`config.mk`:
```
export PLATFORM = sky130hd
export DESIGN_NAME = chirp_nco_flat
export DESIGN_NICKNAME = d
export VERILOG_FILES = /design/src/rtl/chirp_nco_if.sv /design/src/rtl/chirp_nco.sv /design/src/flat_wrapper.sv
export SDC_FILE = /design/constraint.sdc
export NUM_CORES = 1
export LEC_CHECK = 0
export ABC_AREA = 0
export BUFFER_PORTS_ARGS = -buffer_cell sky130_fd_sc_hd__buf_2
export CAP_MARGIN = 20
export CORE_MARGIN = 1
export CORE_UTILIZATION = 54
export CTS_CLUSTER_DIAMETER = 120
export DETAILED_ROUTE_END_ITERATION = 7
export PLACE_DENSITY_LB_ADDON = 0.15
export SETUP_SLACK_MARGIN = 0.15
export SYNTH_ARGS = -nofsm -noshare
export SYNTH_HDL_FRONTEND = slang
export SYNTH_SLANG_ARGS = --single-unit
```
`constraint.sdc`:
```
create_clock -name clk -period 3.7 [get_ports clk]
set_input_delay 0.74 -clock clk [delete_from_list [all_inputs] [get_ports clk]]
set_output_delay 0.74 -clock clk [all_outputs]
set_load 0.05 [all_outputs]
```
`src/rtl/chirp_nco_if.sv`:
```
// chirp_nco_if: sweep control, configuration and sample bus for chirp_nco
interface chirp_nco_if #(parameter int PW = 32, OW = 16, CW = 16);
   logic start;
   logic abort;
   logic [1:0] mode;
   logic [PW-1:0] f_start;
   logic [PW-1:0] f_step;
   logic [CW-1:0] n_steps;
   logic [CW-1:0] dwell;
   logic signed [OW-1:0] sin_out;
   logic out_valid;
   logic busy;
   logic done;
   logic [PW-1:0] freq_out;
   modport master(output start, abort, mode, f_start, f_step, n_steps, dwell,
                  input sin_out, out_valid, busy, done, freq_out);
   modport slave(input start, abort, mode, f_start, f_step, n_steps, dwell,
                 output sin_out, out_valid, busy, done, freq_out);
endinterface

```
`src/rtl/chirp_nco.sv`:
```
// chirp_nco: stepped-frequency chirp NCO with quarter-wave sine LUT and 2-stage output pipeline
module chirp_nco #(parameter int PW = 32, AW = 6, OW = 16, CW = 16) (
   input logic clk,
   input logic rst,
   chirp_nco_if.slave bus
);
   typedef enum logic {IDLE, SWEEP} state_t;
   localparam logic signed [OW-1:0] FS = {1'b0, {(OW-1){1'b1}}};
   state_t state, state_nx;
   logic [PW-1:0] phase, freq, fs, fst;
   logic [CW-1:0] step_cnt, dwell_cnt, ns, dw;
   logic [1:0] md;
   logic dir, seg_end, single, last;
   logic [AW-1:0] a;
   logic [1:0] q1;
   logic [AW:0] idx1;
   logic v1, d1, v2, d2;
   logic signed [OW-1:0] mag, sin_r;
   logic signed [OW-1:0] lut [2**AW];

   function automatic logic signed [OW-1:0] lut_val(int k);
      real x;
      x = (2.0 ** (OW - 1) - 1.0) * $sin(3.14159265358979323846 / 2.0 * k / (2.0 ** AW));
      return OW'($rtoi(x + 0.5));
   endfunction

   for (genvar k = 0; k < 2**AW; k++) begin : g_lut
      assign lut[k] = lut_val(k);
   end

   assign single = (md == 2'd0) || (md == 2'd3);
   assign seg_end = (dwell_cnt == dw) && (step_cnt == ns);
   assign a = phase[PW-3 -: AW];
   assign mag = idx1[AW] ? FS : lut[idx1[AW-1:0]];
   assign bus.sin_out = sin_r;
   assign bus.out_valid = v2;
   assign bus.done = d2;
   assign bus.busy = (state == SWEEP);
   assign bus.freq_out = freq;

   // state register
   always_ff @(posedge clk) begin
      if (rst) state <= IDLE;
      else state <= state_nx;
   end

   // next state; abort wins over start, and a completed single sweep flags its last sample
   always_comb begin
      state_nx = state;
      last = 1'b0;
      if (bus.abort) state_nx = IDLE;
      else if (state == IDLE) state_nx = bus.start ? SWEEP : IDLE;
      else if (seg_end && single) begin
         state_nx = IDLE;
         last = 1'b1;
      end
   end

   // sweep datapath: config latch, phase accumulation, dwell/step counting
   always_ff @(posedge clk) begin
      if (rst) begin
         phase <= '0;
         freq <= '0;
         step_cnt <= '0;
         dwell_cnt <= '0;
         dir <= 1'b0;
         fs <= '0;
         fst <= '0;
         ns <= '0;
         dw <= '0;
         md <= '0;
      end else if (state_nx == IDLE) begin
         phase <= '0;
         freq <= '0;
         step_cnt <= '0;
         dwell_cnt <= '0;
         dir <= 1'b0;
      end else if (state == IDLE) begin
         fs <= bus.f_start;
         fst <= bus.f_step;
         ns <= bus.n_steps;
         dw <= bus.dwell;
         md <= bus.mode;
         freq <= bus.f_start;
         phase <= '0;
         step_cnt <= '0;
         dwell_cnt <= '0;
         dir <= 1'b0;
      end else begin
         phase <= phase + freq;
         if (dwell_cnt != dw) dwell_cnt <= dwell_cnt + CW'(1);
         else begin
            dwell_cnt <= '0;
            if (step_cnt != ns) begin
               step_cnt <= step_cnt + CW'(1);
               freq <= dir ? freq - fst : freq + fst;
            end else begin
               step_cnt <= '0;
               if (md == 2'd1) freq <= fs;
               else dir <= ~dir;
            end
         end
      end
   end

   // output pipeline: stage 1 folds phase into quadrant/index, stage 2 looks up and signs
   always_ff @(posedge clk) begin
      if (rst) begin
         v1 <= 1'b0;
         d1 <= 1'b0;
         q1 <= '0;
         idx1 <= '0;
         v2 <= 1'b0;
         d2 <= 1'b0;
         sin_r <= '0;
      end else begin
         v1 <= (state == SWEEP);
         d1 <= last;
         q1 <= phase[PW-1:PW-2];
         idx1 <= phase[PW-2] ? {1'b1, {AW{1'b0}}} - {1'b0, a} : {1'b0, a};
         v2 <= v1;
         d2 <= d1;
         sin_r <= v1 ? (q1[1] ? -mag : mag) : '0;
      end
   end
endmodule
```
`src/flat_wrapper.sv`:
```
// flat-port wrapper written by rule: the top's interface ports become plain ports
module chirp_nco_flat 
#(parameter int PW = 32, AW = 6, OW = 16, CW = 16)
  (clk, rst, bus_start, bus_abort, bus_mode, bus_f_start, bus_f_step, bus_n_steps, bus_dwell, bus_sin_out, bus_out_valid, bus_busy, bus_done, bus_freq_out);
  chirp_nco_if #(.PW(PW), .OW(OW), .CW(CW)) bus_i ();
  input logic clk;
  input logic rst;
  input wire logic [$bits(bus_i.start)-1:0] bus_start;
  input wire logic [$bits(bus_i.abort)-1:0] bus_abort;
  input wire logic [$bits(bus_i.mode)-1:0] bus_mode;
  input wire logic [$bits(bus_i.f_start)-1:0] bus_f_start;
  input wire logic [$bits(bus_i.f_step)-1:0] bus_f_step;
  input wire logic [$bits(bus_i.n_steps)-1:0] bus_n_steps;
  input wire logic [$bits(bus_i.dwell)-1:0] bus_dwell;
  output wire logic [$bits(bus_i.sin_out)-1:0] bus_sin_out;
  output wire logic [$bits(bus_i.out_valid)-1:0] bus_out_valid;
  output wire logic [$bits(bus_i.busy)-1:0] bus_busy;
  output wire logic [$bits(bus_i.done)-1:0] bus_done;
  output wire logic [$bits(bus_i.freq_out)-1:0] bus_freq_out;
  assign bus_i.start = bus_start;
  assign bus_i.abort = bus_abort;
  assign bus_i.mode = bus_mode;
  assign bus_i.f_start = bus_f_start;
  assign bus_i.f_step = bus_f_step;
  assign bus_i.n_steps = bus_n_steps;
  assign bus_i.dwell = bus_dwell;
  assign bus_sin_out = bus_i.sin_out;
  assign bus_out_valid = bus_i.out_valid;
  assign bus_busy = bus_i.busy;
  assign bus_done = bus_i.done;
  assign bus_freq_out = bus_i.freq_out;
  chirp_nco #(.PW(PW), .AW(AW), .OW(OW), .CW(CW)) u_core (.clk(clk), .rst(rst), .bus(bus_i));
endmodule
```
## After elaboration in Yosys (flattened, before gate mapping)

Memories as Yosys holds them, arrays and structs flattened.
Cells that the tools add are included.

- Multipliers: 0
- Muxes and demuxes: 16
- Reduce and logical (&&, ||, !) cells: 13
- Add/subtract/negate cells: 7
- Divide/modulo/power cells: 0
- Eq/ne operators: 8
- Shift operators: 0
- $lt $le $gt $ge: 1
- Bitwise logic cells: 9

Operators by type and width:

| cell | number |
|---|---|
| $mux W32 | 5 |
| $mux W16 | 5 |
| $add A32 B32 Y32 | 2 |
| $add A16 B1 Y16 const B | 2 |
| $eq A16 B16 Y1 | 2 |
| $ne A16 B16 Y1 | 2 |
| $sub A32 B32 Y32 | 1 |
| $neg A16 Y16 | 1 |
| $not A1 Y1 | 8 |
| $ge A7 B7 Y1 const B | 1 |
| $not A6 Y7 | 1 |
| $sub A7 B6 Y7 const A | 1 |
| $mux W6 | 1 |
| $reduce_or A2 Y1 | 3 |
| $reduce_or A3 Y1 | 2 |
| $mux W1 | 5 |
| $reduce_and A2 Y1 | 2 |
| $reduce_or A4 Y1 | 1 |
| $ne A3 B3 Y1 const B | 1 |
| $reduce_and A3 Y1 | 1 |
| $eq A2 B1 Y1 const B | 1 |
| $eq A2 B2 Y1 const B | 1 |
| $logic_and A1 B1 Y1 | 2 |
| $logic_not A2 Y1 | 1 |
| 2 further kinds | 2 |

- Bits in writable memories: 0
- Bits in latches: 0
- ROM bits: 1024
- Bits of input ports: 102
- Logic and storage cells: 74
- Memories kept: 1
- Bits in registers: 225

Memories:

| memory | depth | bits a word | read ports | clocked after Yosys merged registers in | write ports | line | source |
|---|---|---|---|---|---|---|---|
| (no name shown) | 64 | 16 | 1 | 0 | 0 | chirp_nco.sv:34 | `assign mag = idx1[AW] ? FS : lut[idx1[AW-1:0]];` |

## Longest topological paths before layout

- Word-level depth: 8
- Gate-level depth with buffers: 19
- Gate-level depth less buffers: 18

## Least setup slack after synthesis

Ideal clock, no wire load.

- Kind: reg2reg
- From: register u_core.fst[4]
- To: register u_core.freq[30], in the netlist u_core.bus.freq_out[30]
- Path slack: -0.294 ns
- Data required time: 3.584 ns
- Cell stages (with the launch flop): 18
- Period minus slack after synthesis: 3.994 ns
- Library setup time: 0.116 ns
- Arrival time: 3.878 ns
- Cells stage by stage: dfxtp_1 -> or4_1 -> inv_1 -> nand2_1 -> nor3_1 -> nand2_1 -> nor2_1 -> a21oi_1 -> xnor2_1 -> ha_1 -> clkbuf_1 -> a21oi_1 -> o21ai_0 -> a2111oi_0 -> a21oi_1 -> o41ai_1 -> o32ai_1 -> a31o_1

- Cells in the longest elaborated chain, start to end: 5
- Elaborated cells on any way between the ends: 6
- Classes of those cells: add/sub (2); mux (4)

RTL lines:

| what | line | source |
|---|---|---|
| start, declared | chirp_nco.sv:10 | `logic [PW-1:0] phase, freq, fs, fst;` |
| start signal, assigned | chirp_nco.sv:80 | `fst <= bus.f_step;` |
| $add A32 B32 Y32 / $sub A32 B32 Y32 (equally long branches) | chirp_nco.sv:96 | `freq <= dir ? freq - fst : freq + fst;` |
| $mux W32 * | chirp_nco.sv:96 |  |
| $mux W32 * | chirp_nco.sv:94 | `if (step_cnt != ns) begin` |
| $mux W32 * | chirp_nco.sv:91 | `if (dwell_cnt != dw) dwell_cnt <= dwell_cnt + CW'(1);` |
| $mux W32 * | chirp_nco.sv:78 | `end else if (state == IDLE) begin` |
| end signal, assigned | chirp_nco.sv:84 | `freq <= bus.f_start;` |
| end signal, assigned | chirp_nco.sv:96 |  |
| end signal, assigned | chirp_nco.sv:99 | `if (md == 2'd1) freq <= fs;` |
| end, declared | chirp_nco.sv:10 |  |

Every way passes the cells marked *; elsewhere a longest branch is shown, timed or not. The select of a mux whose other input is x is not followed.
A chain may end at the register's enable or synchronous reset.

## Final worst setup path

- From: register u_core.fst[0]
- To: register u_core.freq[30], in the netlist u_core.bus.freq_out[30]

The elaborated chain is that of the path after synthesis.

==> results summary <==
Synthesis produced a netlist with a net count of 2,019. STA classifies the critical path endpoint as a flop. The worst slew margin relative to its limit is 0.3618.

The final hold violation count came out at 0. The run finished with clean final reports. TritonCTS built the clock tree. The number of antenna violations at the first check in global routing is 5. The signal on the critical path passes through or4_4 -> buf_4 -> nor4_1 -> nor2_1 -> xnor2_1 -> ha_1 -> a21o_1 -> a221oi_2 -> a311o_1 -> a2111oi_4 -> buf_4 -> o41ai_2 -> o32ai_1 -> a31o_1. After clock tree synthesis, the clock-pin slew on the worst setup and hold paths is 0.06 ns. The die boundary width is 164.6 µm. The most common cell type on the critical path is sky130_fd_sc_hd__buf_4.

Across every metal layer, demand over resource in global routing totals 0.3080. Setup repair after global routing could not meet its margin everywhere. Summed over all nets, the half-perimeter wirelength after detailed placement is 30.88 mm.

The maximum frequency from static timing analysis came out at 272.6 MHz. The fraction of post-synthesis cell area in the top cell type by area came out at 0.3142. The terminus of the critical flop-to-flop path is u_core.bus.freq_out[30]$_SDFFE_PP0P_.

For the worst setup path, the data required time is 4.13 ns. The buffer type at the clock tree root is sky130_fd_sc_hd__clkbuf_16. In this run the deepest clock path goes through 3 buffers. The mapped cell area came out at 14,270 µm².

Summing all flip-flop and latch instances after layout gives 4488 µm². Along the worst path, the maximum fanout reaches 4. The number of buffers added on ports is 152. The warning count from the yosys run is 0. The worst setup path is launched from a flop. The number of register bits inferred by synthesis is 224. The worst-case reg-to-reg path depth is 14. The maximum ir drop on the vdd rail came out at 0.0005194 V. The areal power density over the cells came out at 396.1 nW/µm². The starting density of the core is 0.5493. The global-route wire length before repair is 66.73 mm.

The path class of the tightest hold or removal check is input pin to flop. The number of different library cells used by synthesis comes to 88. The synthesized area per cell is 7.782 µm². The number of remaining DRC errors came out at 0.

The number of enable flip-flop cells after synthesis came out at 0. Setup violations remaining at the end of the flow were counted as 0. Before antenna repair, the detailed router went through 5 iterations. Sorting the synthesized cells by area gives the leading types as sky130_fd_sc_hd__dfxtp_1 31%, sky130_fd_sc_hd__nand2_1 8.1%, sky130_fd_sc_hd__a21oi_1 7.1%, sky130_fd_sc_hd__ha_1 7.1%, sky130_fd_sc_hd__xnor2_1 5.3%. The critical path's largest stage delay came out at 0.57 ns.

Entering global routing, the biggest net connects 86 pins. Across the run, the number of max-cap violations was 0. In the synthesized netlist the dominant register cell turns out to be sky130_fd_sc_hd__dfxtp_1. The clock latency of the later-clocked register in the worst-skew pair came out at 0.54 ns. The number of clock sinks came out at 224. The fraction of layout cells with a size suffix above 1 is 0.2054. Dividing the detail-routed wire length by the instance count gives 17.92 µm. The global placement routability congestion came out at 0.9645. CTS built an H-tree with a depth of 1. The number of hold buffers added after CTS was 0.

The biggest area contributor in the post-synthesis netlist is sky130_fd_sc_hd__dfxtp_1. The critical path data arrival time came out at 4.10 ns. The post-route setup TNS came out at 0 ns. The worst register-to-register path begins at u_core.fst[0]$_SDFFE_PP0P_. On the final layout, the worst clock skew is 0.01432 ns. The static leakage came out at 0.007220 µW. At the end of the flow, the number of nets in the layout was 2,201. The total wire length after detailed routing came out at 42.53 mm. In the final layout, the multi-input gates occupy 9613 µm². The final design instance area without fill came out at 17,210 µm². The slowest stage of the critical path belongs to the cell sky130_fd_sc_hd__or4_4. The area of placed instances came out at 15,700 µm².

The area of the core region came out at 25,980 µm². The internal reg-to-reg setup slack came out at 0.03 ns. Counting flops with an async set or reset pin after synthesis yields a share of 0. The portion of the clock cycle consumed by the worst path in the final layout is 0.9914.

The count of vias placed by the detailed router is 14,000. Using the TritonRoute via totals, the vias-per-cell ratio works out to 5.900. The number of nets still failing antenna checks after routing came out at 0. The vertical die dimension came out at 164.6 µm. Global routing finished with a remaining overflow of 0. After synthesis, the most frequently instantiated cells are 309 x sky130_fd_sc_hd__nand2_1, 224 x sky130_fd_sc_hd__dfxtp_1, 203 x sky130_fd_sc_hd__a21oi_1.

The number of cell rows is 59. sky130_fd_sc_hd__nand2_1 is the most common cell in the netlist. The area added between synthesis and finish came out at 20.56%. The worst setup path is of the flop to flop kind. The number of clock buffers inserted by TritonCTS is 26. The timing endpoint of the critical path is u_core.bus.freq_out[30]$_SDFFE_PP0P_. In this run the worst setup path begins at u_core.fst[0]$_SDFFE_PP0P_.

153 I/O pins were placed. The count of mapped cells out of synthesis is 1,834. The die covers 27,080 µm². Fill cells in the final layout number 2,230. Counting I/O delays and the setup requirement, the final critical path takes 3.668 ns.

The via count of the first global-routing pass came out at 13,320. The final count of pins violating max slew came out at 0. The number of DRC violations after detailed-routing iteration 0 is 894. The worst-margin pin slew came out at 0.9574 ns. The sequential area share after synthesis came out at 0.3142.
worst min path at each step:
stage                          from                          end  cells past startpoint
6_report             bus_f_step[13]  u_core.fst[13]$_SDFFE_PP0P_                      3
5_1_grt               bus_f_step[3]   u_core.fst[3]$_SDFFE_PP0P_                      3
4_1_cts               bus_f_step[4]   u_core.fst[4]$_SDFFE_PP0P_                      3
3_5_place_dp   u_core.d1$_SDFF_PP0_   u_core.bus.done$_SDFF_PP0_                      1
3_3_place_gp   u_core.d1$_SDFF_PP0_   u_core.bus.done$_SDFF_PP0_                      1
2_1_floorplan  u_core.d1$_SDFF_PP0_   u_core.bus.done$_SDFF_PP0_                      1
cells by family (layout without fill, tap and decap cells):
logic type,after synthesis,count (layout),synth area share
buffers and inverters,152,353,0.04506
muxes,23,23,0.02130
xor gates and xnor gates,149,149,0.09143
DFF,224,224,0.3142
AOI/OAI and AO/OA,505,505,0.2328
other,0,3,0
adders and majority gates,83,83,0.07381
and+or+nand+nor,698,698,0.2214
worst max-delay path, delay by kind of cell, from the launching register on:
family | cells | cell delay [ns]
adder cells (fa/ha/maj) | 1 | 0.29
flip-flops | 1 | 0.33
AO/OA/AOI/OAI | 7 | 1.66
AND/OR/NAND/NOR | 3 | 0.84
buffers and inverters | 2 | 0.32
XOR/XNOR | 1 | 0.15
final cells by class:
| type | instances | share of cell area |
|---|---|---|
| Antenna cell | 3 | 0.0004363 |
| Clock buffer | 37 | 0.04610 |
| Clock inverter | 10 | 0.008726 |
| Inverter | 52 | 0.01134 |
| Multi-Input combinational cell | 1458 | 0.5587 |
| Sequential cell | 224 | 0.2608 |
| Tap cell | 335 | 0.02436 |
| Timing Repair Buffer | 254 | 0.08951 |
sequential cells by signal, summed over array words and instances, names as in the netlist:
| signal | count |
|---|---|
| u_core.ns | 16 |
| u_core.v1 | 1 |
| u_core.step_cnt | 16 |
| u_core.fs | 32 |
| u_core.q1 | 1 |
| u_core.dw | 16 |
| u_core.bus.out_valid | 1 |
| u_core.d1 | 1 |
| u_core.idx1 | 7 |
| u_core.dwell_cnt | 16 |
| u_core.fst | 32 |
| u_core.md | 2 |
| u_core.dir | 1 |
| u_core.bus.freq_out | 32 |
| u_core.bus.sin_out | 16 |
| u_core.phase | 32 |
| u_core.bus.done | 1 |
| u_core.bus.busy | 1 |
what timing repair did:
item | in CTS | in global routing
setup endpoints to repair | 16 | 20
resized for setup | 19 | 74
setup buffers | 5 | 16
pin swaps | 5 | 39
metrics by stage:
| step | total power [µW] | instances | utilization | hold WS (ns) | worst slack (ns) |
|---|---|---|---|---|---|
| after global placement | 3875 | 2302 | 0.6040 | 0.4253 | 0.002066 |
| final | 6815 | 2373 | 0.6622 | 0.4417 | 0.03195 |
| after floorplan | 3461 | 1834 | - | 0.4138 | 0.1027 |
| after CTS | 6717 | 2354 | 0.6443 | 0.4282 | 0.09992 |
| after detailed placement | 3889 | 2302 | 0.6040 | 0.4265 | -0.1121 |
| after global routing | 7071 | 2370 | 0.6619 | 0.4456 | -0.2293 |
report_power, final:
group	switching, µW	internal, µW
clock network	1040	1760
logic	851	608
registers	75.2	2480
total	1970	4850
cells in the final DEF, fill, tap and decap left out, types with 10 or more instances in the layout:
cell type,Yosys,final
sky130_fd_sc_hd__clkbuf_16,0,27
sky130_fd_sc_hd__a21o_1,29,28
sky130_fd_sc_hd__buf_2,19,151
sky130_fd_sc_hd__o21a_1,16,16
sky130_fd_sc_hd__nand4_1,20,20
sky130_fd_sc_hd__xor2_1,62,60
sky130_fd_sc_hd__nor2b_1,23,21
sky130_fd_sc_hd__xnor2_1,87,86
sky130_fd_sc_hd__nand3_1,39,36
sky130_fd_sc_hd__a211oi_1,25,22
sky130_fd_sc_hd__nor2_1,176,172
sky130_fd_sc_hd__inv_1,48,47
sky130_fd_sc_hd__nor3_1,31,27
sky130_fd_sc_hd__and3_1,21,19
sky130_fd_sc_hd__a21oi_1,203,185
sky130_fd_sc_hd__mux2i_1,15,15
sky130_fd_sc_hd__o21ai_0,61,51
sky130_fd_sc_hd__nand2_1,309,306
sky130_fd_sc_hd__a31oi_1,15,13
sky130_fd_sc_hd__o211ai_1,20,20
sky130_fd_sc_hd__a21oi_2,0,18
sky130_fd_sc_hd__or3_1,11,10
sky130_fd_sc_hd__nand2b_1,15,15
sky130_fd_sc_hd__buf_4,2,100
sky130_fd_sc_hd__dfxtp_1,224,221
sky130_fd_sc_hd__nor4_1,14,11
sky130_fd_sc_hd__ha_1,81,78
sky130_fd_sc_hd__o22ai_1,14,14
routing by layer:
layer | global-route usage | vias to the layer above | share of wire
li1 | - | 6874 | -
met2 | 0.5424 | 432 | 0.48
met4 | 0.1201 | 6 | 0.037
met3 | 0.04797 | 102 | 0.055
met5 | 0 | - | 0.0011
met1 | 0.3736 | 6587 | 0.42
No activity file was read; power rests on OpenSTA's default activity.
